--- src/rtl/regfile_phased_bank.sv ---
// Register bank shared across a fixed-length instruction slot: reads sample at RD_PH,
// writes and single-entry undos commit at WR_PH, so a read never sees its own slot's write.
module regfile_phased_bank #(
  parameter int WIDTH    = 16,
  parameter int DEPTH    = 32,
  parameter int RD_PORTS = 2,
  parameter int PHASES   = 10,
  parameter int RD_PH    = 6,
  parameter int WR_PH    = 8,
  parameter int ZERO_REG = 0,
  localparam int AW      = ($clog2(DEPTH) < 1) ? 1 : $clog2(DEPTH),
  localparam int PW      = ($clog2(PHASES) < 1) ? 1 : $clog2(PHASES)
) (
  input  logic                      clk,
  input  logic                      reset,
  output logic [PW-1:0]             phase,
  output logic                      instflag,
  input  logic                      rd_en,
  input  logic [RD_PORTS*AW-1:0]    rd_addr,
  output logic [RD_PORTS*WIDTH-1:0] rd_data,
  output logic                      rd_valid,
  input  logic                      wr_en,
  input  logic [AW-1:0]             wr_addr,
  input  logic [WIDTH-1:0]          wr_data,
  input  logic                      undo_en,
  output logic                      undo_err,
  output logic                      jvalid
);

  if ((RD_PH >= WR_PH) || (WR_PH >= PHASES) || (PHASES < 2)) begin : g_bad_params
    $error("regfile_phased_bank: need RD_PH < WR_PH < PHASES and PHASES >= 2");
  end

  logic [PW-1:0]             r_phase;
  logic [WIDTH-1:0]          r_mem [DEPTH];
  logic [RD_PORTS*WIDTH-1:0] r_rd_data;
  logic                      r_rd_valid;
  logic                      r_undo_err;
  logic                      r_jvalid;
  logic [AW-1:0]             r_jaddr;
  logic [WIDTH-1:0]          r_jdata;

  // Addresses past the bank, and word 0 when hardwired, are neither stored nor read back.
  function automatic logic addr_ok(input logic [AW-1:0] a);
    return (int'(a) < DEPTH) && !((ZERO_REG != 0) && (a == '0));
  endfunction

  function automatic logic [WIDTH-1:0] rd_word(input logic [AW-1:0] a);
    return addr_ok(a) ? r_mem[a] : '0;
  endfunction

  always_ff @(posedge clk) begin
    if (reset) begin
      r_phase    <= '0;
      r_rd_data  <= '0;
      r_rd_valid <= 1'b0;
      r_undo_err <= 1'b0;
      r_jvalid   <= 1'b0;
      r_jaddr    <= '0;
      r_jdata    <= '0;
      for (int i = 0; i < DEPTH; i++) r_mem[i] <= '0;
    end else begin
      r_undo_err <= 1'b0;
      r_phase    <= (r_phase == PW'(PHASES - 1)) ? '0 : r_phase + 1'b1;

      if ((r_phase == PW'(RD_PH)) && rd_en) begin
        for (int k = 0; k < RD_PORTS; k++)
          r_rd_data[k*WIDTH +: WIDTH] <= rd_word(rd_addr[k*AW +: AW]);
        r_rd_valid <= 1'b1;
      end
      if (r_phase == PW'(PHASES - 1)) r_rd_valid <= 1'b0;

      // A write wins over a simultaneous undo; the undo is then reported as rejected.
      if (r_phase == PW'(WR_PH)) begin
        if (wr_en) begin
          if (addr_ok(wr_addr)) begin
            r_mem[wr_addr] <= wr_data;
            r_jaddr        <= wr_addr;
            r_jdata        <= r_mem[wr_addr];
            r_jvalid       <= 1'b1;
          end
          if (undo_en) r_undo_err <= 1'b1;
        end else if (undo_en) begin
          if (r_jvalid) begin
            r_mem[r_jaddr] <= r_jdata;
            r_jvalid       <= 1'b0;
          end else begin
            r_undo_err <= 1'b1;
          end
        end
      end
    end
  end

  assign phase    = r_phase;
  assign instflag = (r_phase == '0);
  assign rd_data  = r_rd_data;
  assign rd_valid = r_rd_valid;
  assign undo_err = r_undo_err;
  assign jvalid   = r_jvalid;

endmodule

--- config.mk ---
export PLATFORM = sky130hd
export DESIGN_NAME = regfile_phased_bank
export DESIGN_NICKNAME = d
export VERILOG_FILES = /design/src/rtl/regfile_phased_bank.sv
export SDC_FILE = /design/constraint.sdc
export NUM_CORES = 1
export LEC_CHECK = 0
export CELL_PAD_IN_SITES_DETAIL_PLACEMENT = 2
export CELL_PAD_IN_SITES_GLOBAL_PLACEMENT = 2
export CORE_MARGIN = 5
export CORE_UTILIZATION = 41
export DETAILED_ROUTE_END_ITERATION = 12
export HOLD_SLACK_MARGIN = 0.08
export PLACE_DENSITY_LB_ADDON = 0.1
export SYNTH_ARGS = -nofsm -noshare
export SYNTH_HDL_FRONTEND = slang
export SYNTH_SLANG_ARGS = --single-unit
--- constraint.sdc ---
create_clock -name clk -period 2.7 [get_ports clk]
set_clock_uncertainty 0.15 [all_clocks]
set_input_delay 0.405 -clock clk [delete_from_list [all_inputs] [get_ports clk]]
set_output_delay 0.405 -clock clk [all_outputs]
set_load 0.05 [all_outputs]
==> flow_summary.json, run 1 <==
{
  "period_needed_ps": 2750,
  "synth_top_family_by_area": "multiplexers",
  "synth_edf_count": 512,
  "arrival_ps": 3120,
  "holdPathStages": 3,
  "yosys.area.top_type_share_pct": 46.4,
  "path_class": "in -> reg",
  "gr-total-overflow": 0,
  "r2r-end": "r_mem[17][0]",
  "cts_tree": "yes",
  "fin_nets": 2917,
  "floorplan.initialDensity_pct": 41.2,
  "post-place-ws_ps": -845,
  "grt_pass1_vias": 28200,
  "grt_use_total_pct": 37.4,
  "worst_slack_ps": -49.0,
  "dp_cells": 3856,
  "drc_errors": 0,
  "place_congestion": 1.01,
  "synth_cell_types": 51,
  "whs_ps": 141,
  "rsz0062_at_grt": "false",
  "clkTransAtPathRegs_ps": 60,
  "reg2reg_slack_ps": 130,
  "crit_buf_inv": 2,
  "maxSlewViolCount": 0,
  "netlist_area_um2": 33200,
  "dieHeight_um": 294,
  "num_vias": 27400,
  "yosys.area.top_type": "edfxtp_1",
  "die_area_um2": 86700,
  "rr_worst_depth": 10,
  "post-synth-top-count-cell": "nor2_1",
  "slew_headroom_pct": 34.0,
  "synth_compound_gate_area_share_pct": 8.68,
  "max-cap-violations": 0,
  "synth_simple_gate_area_share_pct": 10.5,
  "yosysSeqAreaShare_pct": 50.0,
  "finalNonFillerCells": 3998,
  "outcome": "complete, but fails checks",
  "cts-root-buf": "clkbuf_16",
  "wl_per_cell_um": 41.5,
  "cts.path.max_buffers": 3,
  "dieWidth_um": 294,
  "drt_first_pass_iters": 6,
  "via_per_inst": 6.85,
  "synth_common_cells": "566 x nor2_1, 512 x edfxtp_1, 287 x mux2i_1",
  "hold_viol_final": 0,
  "worstMarginPinSlew_ps": 991,
  "drive_gt1_share_pct": 30.6,
  "cpLargestDelayFamily": "compound AO/OA/AOI/OAI gates",
  "nFillCells": 7587,
  "holdCritStartpoint": "wr_addr[2]",
  "critPathCaptureType": "flop",
  "worstPathRequired_ps": 3070,
  "yosys_warnings": 0,
  "ir_drop_uv": 508,
  "placed_area_um2": 38700,
  "stdcell_area_um2": 41400,
  "ys_seq_elements": 572,
  "coreArea_um2": 80400,
  "area_growth_pct": 24.8,
  "path_max_fanout": 16,
  "grt_start_max_net_pins": 58,
  "ioPinCount": 76,
  "fin_crit_sh_pct": 102,
  "syn-instance-count": 2588,
  "synth_mux_area_share_pct": 26.7,
  "syn-num-nets": 2628,
  "path_cells": "clkdlybuf4s50_1 > buf_4 > and2_1 > a22oi_1 > a21oi_1 > a2111oi_4 > a22o_1",
  "grt_pass1_wl_mm": 228,
  "max_freq_mhz": 364,
  "crit_slowest_cell": "and2_1",
  "power.leakage_uw": 0.0153,
  "setup_viol": 1,
  "r2r_start": "phase[1]",
  "critical_path.startpoint_type": "input pin",
  "port_buffers": 75,
  "drt_iter0_markers": 3573,
  "violations": "negative setup slack",
  "rows": 104,
  "wirelength_mm": 166,
  "ant_nets": 0,
  "max_stage_delay_ps": 790,
  "hp-class": "in -> reg",
  "clock-sinks": 572,
  "synth_fa_ha_area_share_pct": 0.151,
  "avgSynthCellArea_um2": 12.8,
  "yosys-top-cells-area": "edfxtp_1 46%, mux4_2 18%, mux2i_1 8.7%, nor2_1 6.4%, dfxtp_1 3.6%",
  "h-tree-depth": 3,
  "numCtsBuffers": 70,
  "synthArstFlopShare_pct": 0,
  "synth-xor-area-share_pct": 0.0528,
  "min_to": "r_jaddr[2]",
  "insertion_delay_ps": 630,
  "tns_ps": -49.0,
  "place_hpwl_mm": 122,
  "synth_ff_type": "edfxtp_1",
  "powerDensity_nw_per_um2": 582,
  "grt_antenna_before_repair": 14
}
-- power by group --
group / leakage, µW / switching [µW] / internal (µW)
Combinational: 0.00840 / 2260 / 1550
Sequential: 0.00577 / 257 / 9890
Clock: 0.00117 / 4130 / 5990
-- layer usage --
metal | routed length (µm) | track usage [%]
met1 | 60900 | 47.6
met2 | 77400 | 60.2
met3 | 17000 | 8.70
met4 | 10500 | 19.0
met5 | 87 | 0
-- repair_timing --
| action | 4_1_cts | 5_1_grt |
|---|---|---|
| resized for setup | 6 | 34 |
| endpoints found under the hold margin | 2 | 0 |
| endpoints found under the setup margin | 64 | 319 |
| pin swaps | 0 | 2 |
| hold buffers | 2 | 0 |
| buffers inserted | 0 | 5 |
| gates cloned | 0 | 2 |
-- worst min-delay path: stages --
cell     delay, ps
buf_6          220
nand3_1        150
a21oi_1         60
-- flip-flops by register name, summed over array words and instances (netlist names) --
| signal | count |
|---|---|
| jvalid | 1 |
| rd_valid | 1 |
| r_jdata | 16 |
| phase | 4 |
| rd_data | 32 |
| undo_err | 1 |
| r_jaddr | 5 |
| r_mem | 512 |
-- cell families after synthesis --
group | Yosys count
flip-flops | 572
XOR/XNOR | 2
AO/OA/AOI/OAI | 368
multiplexers | 557
adder cells (fa/ha/maj) | 4
buffers and inverters | 267
AND/OR/NAND/NOR | 818
-- layout by cell type (no fill, tap or decap), types with 11 or more instances in the layout --
cell type / n
or3_1: 23
a22o_1: 47
a221oi_1: 16
nand2_2: 31
edfxtp_1: 512
buf_4: 266
clkdlybuf4s50_1: 65
clkbuf_16: 74
a2111oi_0: 26
o22ai_1: 30
mux4_2: 258
nor2_1: 565
mux2i_4: 19
buf_6: 11
nor2b_1: 12
nand2b_2: 23
clkinv_2: 13
dfxtp_1: 57
a222oi_1: 16
mux2i_1: 267
nand2_1: 94
o221ai_1: 31
a22oi_1: 94
a211o_1: 15
buf_12: 124
nand2b_1: 27
a21oi_1: 69
nand3_1: 11
-- worst max-delay path by stage --
stage	from	to	slack (ps)	depth (start not counted)
global route	rd_addr[2]	rd_data[15]	20	7
finish	rd_addr[2]	rd_data[15]	-50	7
CTS	rd_addr[2]	rd_data[15]	0.09	6
global placement	rd_addr[2]	rd_data[9]	-930	9
detailed placement	rd_addr[2]	rd_data[11]	-840	9
floorplan	phase[0]	r_mem[3][0]	7	8
-- final cells by class --
class | instances | area [µm²] | share of cell area, %
Sequential cell | 572 | 16600 | 40.1
Multi-Input combinational cell | 1749 | 15700 | 37.9
Timing Repair Buffer | 475 | 5370 | 13.0
Clock buffer | 87 | 1910 | 4.61
Tap cell | 1060 | 1330 | 3.20
Clock inverter | 40 | 474 | 1.15
Inverter | 9 | 33.8 | 0.0816
Antenna cell | 6 | 15.0 | 0.0363
-- stage by stage --
step / total power [µW] / utilization [%]
floorplan: 12000 / -
global placement: 13800 / 48.1
detailed placement: 14000 / 48.1
CTS: 24000 / 51.2
global route: 24500 / 51.4
finish: 24100 / 51.5
Power figures use the tool's default switching activity.
==> run 2: changes to the inputs <==
--- a/config.mk
+++ b/config.mk
@@ -7,11 +7,11 @@
 export LEC_CHECK = 0
 export CELL_PAD_IN_SITES_DETAIL_PLACEMENT = 2
 export CELL_PAD_IN_SITES_GLOBAL_PLACEMENT = 2
-export CORE_MARGIN = 5
 export CORE_UTILIZATION = 41
 export DETAILED_ROUTE_END_ITERATION = 12
 export HOLD_SLACK_MARGIN = 0.08
 export PLACE_DENSITY_LB_ADDON = 0.1
+export RECOVER_POWER = 50
 export SYNTH_ARGS = -nofsm -noshare
 export SYNTH_HDL_FRONTEND = slang
 export SYNTH_SLANG_ARGS = --single-unit
==> flow_summary.json, run 2 (synthesis gave the netlist of run 1 again) <==
{
  "nFillCells": 7371,
  "busiest_layer": "met2",
  "dieHeight_um": 286,
  "rr_worst_depth": 9,
  "max_freq_mhz": 365,
  "crit_slowest_cell": "a2111oi_1",
  "coreArea_um2": 79500,
  "area_growth_pct": 24.5,
  "power.leakage_uw": 0.0154,
  "worst_slack_ps": -39.9,
  "grt_pass1_vias": 28500,
  "worstMarginPinSlew_ps": 1010,
  "cts_tree": "yes",
  "path_class": "in -> reg",
  "port_buffers": 75,
  "cts.path.max_buffers": 3,
  "fin_nets": 2942,
  "cts-root-buf": "clkbuf_16",
  "clock-sinks": 572,
  "cpLargestDelayFamily": "compound AO/OA/AOI/OAI gates",
  "path_cells": "clkdlybuf4s50_1 > nor2b_2 > clkbuf_2 > a22oi_1 > a21oi_1 > a2111oi_1 > a22o_1",
  "holdPathStages": 4,
  "critical_path.startpoint_type": "input pin",
  "largest_register_ff_count": 512,
  "place_congestion": 0.976,
  "path_max_fanout": 9,
  "hold_viol_final": 0,
  "maxSlewViolCount": 0,
  "hp-class": "in -> reg",
  "wirelength_mm": 164,
  "worstPathRequired_ps": 3100,
  "critPathCaptureType": "flop",
  "crit_buf_inv": 2,
  "stdcell_area_um2": 41300,
  "floorplan.initialDensity_pct": 41.7,
  "h-tree-depth": 3,
  "gr-total-overflow": 0,
  "path_depth": 7,
  "drc_errors": 0,
  "drt_first_pass_iters": 8,
  "place_hpwl_mm": 123,
  "period_needed_ps": 2740,
  "drive_gt1_share_pct": 30.4,
  "violations": "negative setup slack",
  "insertion_delay_ps": 620,
  "max_stage_delay_ps": 920,
  "ir_drop_uv": 553,
  "grtUsageMet2_pct": 62.4,
  "arrival_ps": 3140,
  "regMostFlops": "r_mem",
  "grt_util_met1_pct": 53.3,
  "fin_crit_sh_pct": 101,
  "numCtsBuffers": 71,
  "via_per_inst": 6.81,
  "outcome": "complete, but fails checks",
  "ioPinCount": 76,
  "setup_viol": 2,
  "rsz0062_at_grt": "true",
  "die_area_um2": 82000,
  "final_common_cell": "nor2_1",
  "mostFrequentLayoutCells": "564 x nor2_1, 512 x edfxtp_1, 291 x buf_4",
  "grt_pass1_wl_mm": 229,
  "placed_area_um2": 39000,
  "use_met3_pct": 7.78,
  "grt_use_total_pct": 40.2,
  "num_vias": 27300,
  "ant_nets": 0,
  "powerDensity_nw_per_um2": 567,
  "clkTransAtPathRegs_ps": 60,
  "dieWidth_um": 286,
  "slew_headroom_pct": 32.4,
  "rows": 103,
  "max-cap-violations": 0,
  "wl_per_cell_um": 41.0,
  "drt_iter0_markers": 3861,
  "grt_start_max_net_pins": 57,
  "grt_antenna_before_repair": 7,
  "power_uw": 23400
}
-- run 2: repair_timing --
| item | in CTS | in global routing |
|---|---|---|
| buffers inserted | 0 | 0 |
| cloned | 0 | 1 |
| gates resized for setup | 10 | 11 |
| endpoints found under the setup margin | 119 | 275 |
| hold buffers | 0 | 0 |
-- run 2: per-stage QoR --
step | setup WS, ps | hold slack, ps | utilization, % | cells | setup TNS (ps)
6_report | -39.9 | 183 | 51.9 | 4006 | -57.9
5_1_grt | -0.215 | 197 | 51.9 | 4004 | -0.215
4_1_cts | 5.09 | 164 | 51.9 | 4003 | 0
3_5_place_dp | -620 | 323 | 49.1 | 3878 | -76420
3_3_place_gp | -657 | 313 | 49.1 | 3878 | -46700
2_1_floorplan | 6.96 | 347 | - | 2588 | 0
-- run 2: metal layers --
metal / vias up / part of all wire [%]
li1: 10700 / -
met1: 14500 / 39
met2: 1705 / 46
met3: 379 / 9.4
met4: 4 / 6.5
met5: - / 0.020
-- run 2: worst paths after layout --
| kind | endpoint | from | slack (ps) |
|---|---|---|---|
| setup reg to reg | rd_data[22] | phase[1] | 50 |
| hold / removal | r_jaddr[3] | wr_addr[3] | 180 |
| setup / recovery | rd_data[26] | rd_addr[7] | -40 |
| hold reg to reg | rd_valid | rd_valid | 330 |
-- run 2: layout make-up --
class                           instances  area (µm²)  share of cell area, %
Timing Repair Buffer                  499        5510                   13.4
Sequential cell                       572       16600                   40.2
Antenna cell                            2        5.00                 0.0121
Inverter                                9        33.8                 0.0818
Tap cell                             1050        1310                   3.18
Clock inverter                         40         322                  0.779
Clock buffer                           85        1890                   4.59
Multi-Input combinational cell       1749       15600                   37.8
-- run 2: where the power goes --
part	internal [µW]	switching [µW]
Combinational	1550	2260
Clock	5460	3980
Sequential	9890	257
-- run 2: worst reg2reg max path, cell delays in order, from the launching register on --
cell and delay, ps:
dfxtp_2 320, buf_4 120, ha_1 130, and4b_1 220, nand2b_1 110, buf_12 160, buf_4 250, a2111oi_1 760
buf_4 240, a22o_1 120
==> edit, RTL diff (settings of run 1) <==
The parameter `ZERO_REG` goes from 0 to 1.
--- a/src/rtl/regfile_phased_bank.sv
+++ b/src/rtl/regfile_phased_bank.sv
@@ -7,7 +7,7 @@
   parameter int PHASES   = 10,
   parameter int RD_PH    = 6,
   parameter int WR_PH    = 8,
-  parameter int ZERO_REG = 0,
+  parameter int ZERO_REG = 1,
   localparam int AW      = ($clog2(DEPTH) < 1) ? 1 : $clog2(DEPTH),
   localparam int PW      = ($clog2(PHASES) < 1) ? 1 : $clog2(PHASES)
 ) (
Behaviour: no difference found for any inputs over 4 cycles, from zero or initial values and one cycle with reset high; that may be too few to reach the edited logic, so the function may still have changed.
==> edit against run 1 <==
- the run ends with max-capacitance violations, max-slew violations left
- final area is 1.4% lower
- sequential cell count is the same
- combinational power shrank 14%
- first-iteration DRC count is 17% lower
- total power fell by 5.2%
- wire length decreased by 9.1%
- global-route usage shrank 3.3 points
- hold slack improved by 0.018 ns
- setup slack better by 0.11 ns
- area after synthesis rose by 0.46%
- critical endpoint is now r_jdata[13]$_SDFFE_PP0N_
==> edit: results (changes against run 1) <==
- Run status: complete, but fails checks
- Failing checks: max-capacitance violations, max-slew violations
- Max FFs per register: 512 (unchanged)
- Reg clk slew, reported paths: 0.06 ns (about the same)
- Vias in the first global route: 28500 (+1.1%)
- Max Cap Viol: 1 (+1)
- Crit Path Max Fanout: 15 (-1)
- Mapped Cells: 2555 (-1.3%)
- Post-DR wirelength/cell: 38.6 um (-6.9%)
- Critical path arrival: 2.96 ns (-0.16 ns)
- Slowest cell on crit path: nor2b_2
- DRT iter0 DRCs: 2982 (-17%)
- TritonCTS Buffers: 70 (unchanged)
- VDD IR max: 0.536 mV (+5.4%)
- Top post-synthesis cells by count: nor2_1 (560), edfxtp_1 (512), mux4_2 (284), mux2i_1 (265), buf_2 (112)
- Top post-synthesis cells by area: edfxtp_1 (46%), mux4_2 (19%), mux2i_1 (8.0%)
- Layout cell share with drive strength beyond 1: 29.7% (-0.82 points)
- Layout Nets: 2827 (-3.1%)
- Detailed Routing Iterations Pass 1: 8 (+2)
- Delay-heaviest family, CP: simple AND/OR/NAND/NOR gates
- I/O Buffers: 75 (unchanged)
- Area growth from synthesis to layout: 22.5%
- Global-route usage over all layers: 34.1% (-3.3 points)
- Worst slew pin tran: 1.54 ns (+0.545 ns)
- Largest net degree at the start of global routing: 59 (+1.7%)
- Final HPWL DP: 107 mm (-13%)
- Distinct cells, synth: 61 (+20%)
- Placed Cells incl. Taps: 3765 (-2.4%)
- CTS Hold Bufs: 0 (-2)
- Placed cell area: 38400 um2 (-0.76%)
- Routed vias/inst: 6.83 (-0.26%)
- CTS root buf: clkbuf_16
- Max-slew violations: 16 (+16)
- Worst skew pair latency: 0.63 ns (about the same)
- Fill cells: 7476 (-1.5%)
- Post-synth ARST share: 0% (unchanged)
- Post-synthesis sequential area ratio: 49.8% (-0.23 points)
- Static leakage: 14.9 nW (-3.2%)
- WL final: 151 mm (-9.1%)
- Detail Route Antenna Nets: 0 (unchanged)
- First-pass GRT wire length: 213 mm (-6.6%)
- # diodes: 0 (-6)
- H-Tree Level Count: 3 (unchanged)
- Routability cong.: 0.911 (-9.7%)
- Post-place setup slack: -0.386 ns (+0.458 ns)
- Highest cell delay on the worst timing path: 1.19 ns (+0.40 ns)
- Antenna violations before repair: 2 (-12)
[edit: where the power goes]
part | leakage [nW] | switching, mW | internal, mW
Combinational | 8.00 | 1.86 | 1.41
Sequential | 5.77 | 0.257 | 9.89
Clock | 1.08 | 3.95 | 5.45
Total | 14.9 | 6.07 | 16.8
[edit: cell families (layout without fill, tap and decap cells)]
logic type	Yosys count	after routing	share of synthesized area, %
AOI/OAI and AO/OA	334	334	7.86
xor gates and xnor gates	2	2	0.0526
adders and majority gates	4	4	0.150
buffers and inverters	263	548	3.67
DFF	572	572	49.8
muxes	565	565	27.9
and+or+nand+nor	815	816	10.6
[edit: repair_timing]
item | CTS | global route
setup buffers | 0 | 9
resized for setup | 2 | 2
pin swaps | 0 | 1
setup endpoints to repair | 5 | 385
cloned | 0 | 1
[edit: cell type report]
type                    instances  area share (%)
multi-input cells            1721            39.0
clock buffers                  96            4.79
inverters                       9          0.0828
flip-flops and latches        572            40.6
well taps                    1060            3.25
repair buffers                413            11.6
clock inverters                30           0.681
[edit: worst register-to-register path: cells and delay by family (launching register included)]
| family | cells | cell delay, ns |
|---|---|---|
| adder cells (fa/ha/maj) | 1 | 0.17 |
| AND/OR/NAND/NOR | 4 | 0.81 |
| flip-flops | 1 | 0.34 |
| buffers and inverters | 2 | 0.48 |
| multiplexers | 1 | 0.42 |
[edit: routing by layer]
metal	GRT usage, %	vias to the layer above	wire length [um]
met2	56.0	1516	71700
met5	0	-	22
met1	44.5	14300	58600
li1	-	10500	-
met3	5.87	339	12200
met4	16.0	4	8290
[edit: worst paths after layout]
check,from,cells after the start,to,slack (ns)
setup / recovery,wr_addr[2],6,r_jdata[13]$_SDFFE_PP0N_,0.06
hold / removal,wr_addr[2],3,r_jaddr[2]$_SDFFE_PP0N_,0.16
setup reg to reg,phase[1]$_SDFF_PP0_,8,r_mem[24][5]$_SDFFCE_PN0P_,0.07
hold reg to reg,rd_valid$_SDFFE_PP0P_,2,rd_valid$_SDFFE_PP0P_,0.31
